**config.mk**
```make
export PLATFORM = sky130hd
export DESIGN_NAME = fifo_rr_read_arb
export DESIGN_NICKNAME = d
export VERILOG_FILES = /design/src/rtl/cnn_fifo_pkg.sv /design/src/rtl/fifo_rr_read_arb_rr_pick.sv /design/src/rtl/fifo_rr_read_arb.sv
export SDC_FILE = /design/constraint.sdc
export NUM_CORES = 1
export LEC_CHECK = 0
export ABC_CLOCK_PERIOD_IN_PS = 3500
export BUFFER_PORTS_ARGS = -buffer_cell sky130_fd_sc_hd__buf_2
export CAP_MARGIN = 0
export CORE_ASPECT_RATIO = 1.4
export CORE_MARGIN = 2
export CORE_UTILIZATION = 30
export DETAILED_ROUTE_END_ITERATION = 10
export GPL_TIMING_DRIVEN = 1
export PLACE_DENSITY = 0.48
export RECOVER_POWER = 25
export SYNTH_ARGS = -nofsm -noshare
export SYNTH_HDL_FRONTEND = slang
export SYNTH_SLANG_ARGS = --single-unit
```
**constraint.sdc**
```tcl
create_clock -name clk -period 3.5 [get_ports clk]
set_input_delay 1.05 -clock clk [delete_from_list [all_inputs] [get_ports clk]]
set_output_delay 1.05 -clock clk [all_outputs]
set_load 0.02 [all_outputs]
```
**src/rtl/cnn_fifo_pkg.sv**
```systemverilog
// Shared constants for the conv-path channel FIFO read scheduler.
package cnn_fifo_pkg;

   localparam logic [1:0] IDLE  = 2'd0;
   localparam logic [1:0] BURST = 2'd1;
   localparam logic [1:0] DRAIN = 2'd2;

   // Channel-index width, never zero so a degenerate build still elaborates.
   function automatic int ch_idx_w(input int n);
      return (n > 1) ? $clog2(n) : 1;
   endfunction

endpackage

```
**src/rtl/fifo_rr_read_arb_rr_pick.sv**
```systemverilog
// Combinational round-robin picker: first requester after `last`, wrapping.
module rr_pick
   import cnn_fifo_pkg::*;
#(
   parameter int NUM_CH = 4,
   parameter int CH_W   = ch_idx_w(NUM_CH)
) (
   input  logic [NUM_CH-1:0] req,
   input  logic [CH_W-1:0]   last,
   output logic              found,
   output logic [CH_W-1:0]   idx
);

   logic [CH_W-1:0] cand;

   always_comb begin
      // NOTE: every output of this block gets a default before the scan, so no path infers a latch.
      found = 1'b0;
      idx   = '0;
      cand  = '0;
      for (int i = 1; i <= NUM_CH; i++) begin
         cand = CH_W'((int'(last) + i) % NUM_CH);
         if (!found && req[cand]) begin
            found = 1'b1;
            idx   = cand;
         end
      end
   end

endmodule

```
**src/rtl/fifo_rr_read_arb.sv**
```systemverilog
// Bursting round-robin drain of NUM_CH registered-read FIFOs into one tagged valid/ready stream.
module fifo_rr_read_arb
   import cnn_fifo_pkg::*;
#(
   parameter int NUM_CH     = 4,
   parameter int DATA_W     = 64,
   parameter int BURST_LEN  = 16,
   parameter int OBUF_DEPTH = 4,
   parameter int CH_W       = $clog2(NUM_CH),
   parameter int BL_W       = $clog2(BURST_LEN + 1)
) (
   input  logic                     clk,
   input  logic                     rst,
   input  logic                     enable,
   input  logic [NUM_CH-1:0]        fifo_empty,
   output logic [NUM_CH-1:0]        fifo_rd_en,
   input  logic [NUM_CH*DATA_W-1:0] fifo_rd_data,
   input  logic [NUM_CH-1:0]        fifo_valid,
   output logic [DATA_W-1:0]        m_data,
   output logic [CH_W-1:0]          m_ch,
   output logic                     m_valid,
   input  logic                     m_ready,
   output logic                     busy,
   output logic                     grant_done,
   output logic [BL_W-1:0]          grant_beats
);

   localparam int PW = $clog2(OBUF_DEPTH);

   logic [1:0]        state;
   logic [CH_W-1:0]   grant;
   logic [CH_W-1:0]   last_grant;
   logic [BL_W-1:0]   beat_cnt;
   logic              pending;

   logic [PW:0]       occ;
   logic [PW-1:0]     wr_ptr;
   logic [PW-1:0]     rd_ptr;
   logic [DATA_W-1:0] obuf_data [OBUF_DEPTH];
   logic [CH_W-1:0]   obuf_ch   [OBUF_DEPTH];

   logic              pick_found;
   logic [CH_W-1:0]   pick_idx;
   logic [PW+1:0]     fill;
   logic              room;
   logic              rd_issue;
   logic              burst_end;
   logic              capture;
   logic              pop;

   rr_pick #(
      .NUM_CH (NUM_CH),
      .CH_W   (CH_W)
   ) u_pick (
      .req   (~fifo_empty),
      .last  (last_grant),
      .found (pick_found),
      .idx   (pick_idx)
   );

   // An in-flight read already owns a buffer slot, so room counts it too.
   assign fill      = {1'b0, occ} + {{(PW + 1){1'b0}}, pending};
   assign room      = fill < (PW + 2)'(OBUF_DEPTH);
   assign rd_issue  = (state == BURST) && enable && !fifo_empty[grant]
                      && (beat_cnt < BL_W'(BURST_LEN)) && room;
   assign burst_end = (beat_cnt == BL_W'(BURST_LEN)) || fifo_empty[grant] || !enable;
   assign capture   = pending && fifo_valid[grant];
   assign pop       = m_valid && m_ready;

   assign fifo_rd_en  = rd_issue ? (NUM_CH'(1) << grant) : '0;
   assign m_valid     = (occ != '0);
   assign m_data      = m_valid ? obuf_data[rd_ptr] : '0;
   assign m_ch        = m_valid ? obuf_ch[rd_ptr] : '0;
   assign busy        = (state != IDLE);
   assign grant_done  = (state == DRAIN) && !pending;
   assign grant_beats = grant_done ? beat_cnt : '0;

   always_ff @(posedge clk) begin
      if (rst) begin
         state      <= IDLE;
         grant      <= '0;
         last_grant <= CH_W'(NUM_CH - 1);
         beat_cnt   <= '0;
         pending    <= 1'b0;
      end else begin
         // NOTE: sequential state uses non-blocking assignments so every register samples pre-edge values.
         case (state)
            IDLE: begin
               if (enable && pick_found) begin
                  grant    <= pick_idx;
                  beat_cnt <= '0;
                  state    <= BURST;
               end
            end
            BURST: begin
               if (rd_issue) begin
                  beat_cnt <= beat_cnt + BL_W'(1);
               end else if (burst_end) begin
                  state      <= DRAIN;
                  last_grant <= grant;
               end
            end
            DRAIN: begin
               if (!pending) state <= IDLE;
            end
            default: state <= IDLE;
         endcase

         if (rd_issue)     pending <= 1'b1;
         else if (capture) pending <= 1'b0;
      end
   end

   always_ff @(posedge clk) begin
      if (rst) begin
         wr_ptr <= '0;
         rd_ptr <= '0;
         occ    <= '0;
      end else begin
         if (capture) wr_ptr <= wr_ptr + PW'(1);
         if (pop)     rd_ptr <= rd_ptr + PW'(1);
         case ({capture, pop})
            2'b10:   occ <= occ + (PW + 1)'(1);
            2'b01:   occ <= occ - (PW + 1)'(1);
            default: ;
         endcase
      end
   end

   // NOTE: buffer storage is not reset; occ and the m_valid gating keep stale entries invisible.
   always_ff @(posedge clk) begin
      if (capture) begin
         obuf_data[wr_ptr] <= fifo_rd_data[grant*DATA_W +: DATA_W];
         obuf_ch[wr_ptr]   <= grant;
      end
   end

endmodule

```
==> impl_metrics.ini <==
[synthesis]
yosysTopAreaCellShare = 0.6283
synth_common_cells = 264 x edfxtp_1, 132 x mux4_2, 73 x and2_1, 24 x clkbuf_1, 21 x dfxtp_1
netlist_area_mm2 = 0.01262
ys_types = 37
ys_seq_elements = 285
synthCells = 642
synth_top_family_by_area = multiplexers
synth_edf_count = 264
synth_nets = 918
synth_compound_area_frac = 0.01150
synthXorXnorAreaFrac = 0.003471
synth.avg_cell_area_um2 = 19.65
ys_seq_area_frac = 0.6616
synth-simple-area-share = 0.06138
yosysWarnings = 0
synth_adder_area_share = 0.008528
yosysMostFrequentCell = edfxtp_1
muxShareOfSynthArea = 0.2364
synth_ff_type = edfxtp_1
synthTopCellsByArea = edfxtp_1 63%, mux4_2 24%, and2_1 3.6%, dfxtp_1 3.3%, clkbuf_1 0.71%
synth_top_area_cell = edfxtp_1
async_flop_share = 0

[clock_tree]
path_clk_slew_ns = 0.07
clkSinkCount = 285
numCtsBuffers = 29
cts_max_level = 1
holdBufCountCts = 0
insertion_delay_ns = 0.55
cts-root-buf = clkbuf_16
cts_tree = done
clockBufferDepth = 3

[worst_setup_path]
cp.required_ns = 2.45
crit_type = input port to output pin
crit_start = fifo_empty[3]
arrival_ns = 2.35
critPathLaunchType = input port
worst-path-max-fanout = 3
r2r_start = grant[0]
cp-end-kind = output pin

[global_route]
grt_max_degree = 52
grt_pass1_wl_mm = 47.17
antenna_found_initial = 1
track_usage = 0.1430
overflow = 0
first_global_vias = 8010

[timing]
min_period_ns = 3.396
final.setup.tns_ns = 0
finalCritPeriodShare = 0.9704
rsz0062_at_grt = false
max_freq_ghz = 0.2944
maxSlewHeadroom = -0.04643
worst_pin_slew_ns = 1.570
hold_slack_ns = 0.5215
hold_viol = 0
setup_viol = 0
skew_ns = 0.01017
drv_slew = 43

[detailed_routing]
drc = 0
routed_wl_mm = 31.62
drt-pass1-iter-count = 4
antenna_left = 0
drtIter0Drc = 415
via_per_inst = 4.768
via_count = 7466
wl_per_cell_um = 20.19

[layout]
drive_gt1_frac = 0.5419
fin_nets = 1280
area_delta_synth_final_pct = 27.90
final_cells = 1566
antenna_cells = 0

[placement]
io_buffers = 345
gp_congestion = 0.7508
place_hpwl_mm = 21.29
dpl.cell_count = 1513

[pwr]
p_leak_nw = 5.804
powerDensity_mw_per_mm2 = 472.2
ir_worst_vdd_mv = 0.3318
total_power_mw = 7.620

[floorplan]
start_util = 0.3048
ioPinCount = 346
die-area_mm2 = 0.04374
fp-row-count = 88
core_mm2 = 0.04140
die_width_um = 177.3
die_y_um = 246.7

[run_status]
violations = capacitance limit, slew limit
status = finished, violations left

[run]
max_cap_violations = 1

[hold_path]
min_path_type = flip-flop to flip-flop
hold_start = occ[2]
registers in the layout, summed over array words and instances, names as in the netlist, named ones only:
signal	flops
obuf_data	256
obuf_ch	8
beat_cnt	5
occ	3
grant	2
last_grant	2
rd_ptr	2
state	2
wr_ptr	2
pending	1
cells by family (layout without fill, tap and decap cells):
logic type / after synthesis / count (layout)
DFF: 285 / 285
AOI/OAI and AO/OA: 24 / 24
adders and majority gates: 8 / 8
xor gates and xnor gates: 5 / 5
buffers and inverters: 54 / 438
muxes: 133 / 133
and+or+nand+nor: 133 / 133
critical path, cell delays in order:
cell     delay [ns]
buf_2          0.10
mux4_2         0.51
or3_4          0.37
nor3b_2        0.16
buf_4          0.16
layout by cell type, fill, tap and decap left out, types with 3 or more instances in the layout:
cell,count
and3_1,6
nand2_1,7
inv_1,13
a21oi_1,12
a31oi_1,3
buf_4,19
buf_2,344
clkbuf_16,29
nand3_1,12
clkinv_2,4
dfxtp_1,19
clkinv_1,4
ha_1,7
clkbuf_1,4
clkinvlp_4,4
clkbuf_8,5
mux4_2,132
buf_12,6
xor2_1,3
nor2_1,13
edfxtp_1,264
and2_1,71
bufinv_16,3
nor3_1,5
power by group:
| part | switching (mW) | total, mW | internal, mW |
|---|---|---|---|
| combinational | 0.344 | 0.697 | 0.353 |
| sequential | 0.0154 | 3.83 | 3.81 |
| clock | 1.26 | 3.10 | 1.84 |
through the flow:
stage	util	setup slack (ns)	area (um^2)
2_1_floorplan	-	0.04800	12630
3_3_place_gp	0.3672	-0.004781	15200
3_5_place_dp	0.3672	-0.01036	15200
4_1_cts	0.3906	0.02062	16170
5_1_grt	0.3898	0.004941	16140
6_report	0.3898	0.1035	16140
layout make-up:
cell class	instances	area [um^2]
well taps	540	675.6
flip-flops and latches	285	8356
multi-input cells	303	4070
fillers	3881	25260
clock inverters	15	155.1
repair buffers	372	2022
inverters	13	48.80
clock buffers	38	809.5
layer usage:
metal	track usage	up-vias	wire length (um)
li1	-	3385	-
met1	0.1747	3837	12330
met2	0.2612	202	17000
met3	0.02014	42	1603
met4	0.04122	0	692
met5	0	-	0
final timing paths:
path,endpoint,depth (start not counted),slack (ns)
max,fifo_rd_en[2],5,0.10
min,occ[2],2,0.52
max reg2reg,obuf_data[3][2],2,0.86
min reg2reg,occ[2],2,0.52
repair_timing:
action,4_1_cts,5_1_grt
setup buffers,0,0
gates resized for setup,1,2
pin swaps,0,1
endpoints found under the setup margin,1,4
No activity file was read; power rests on OpenSTA's default activity.
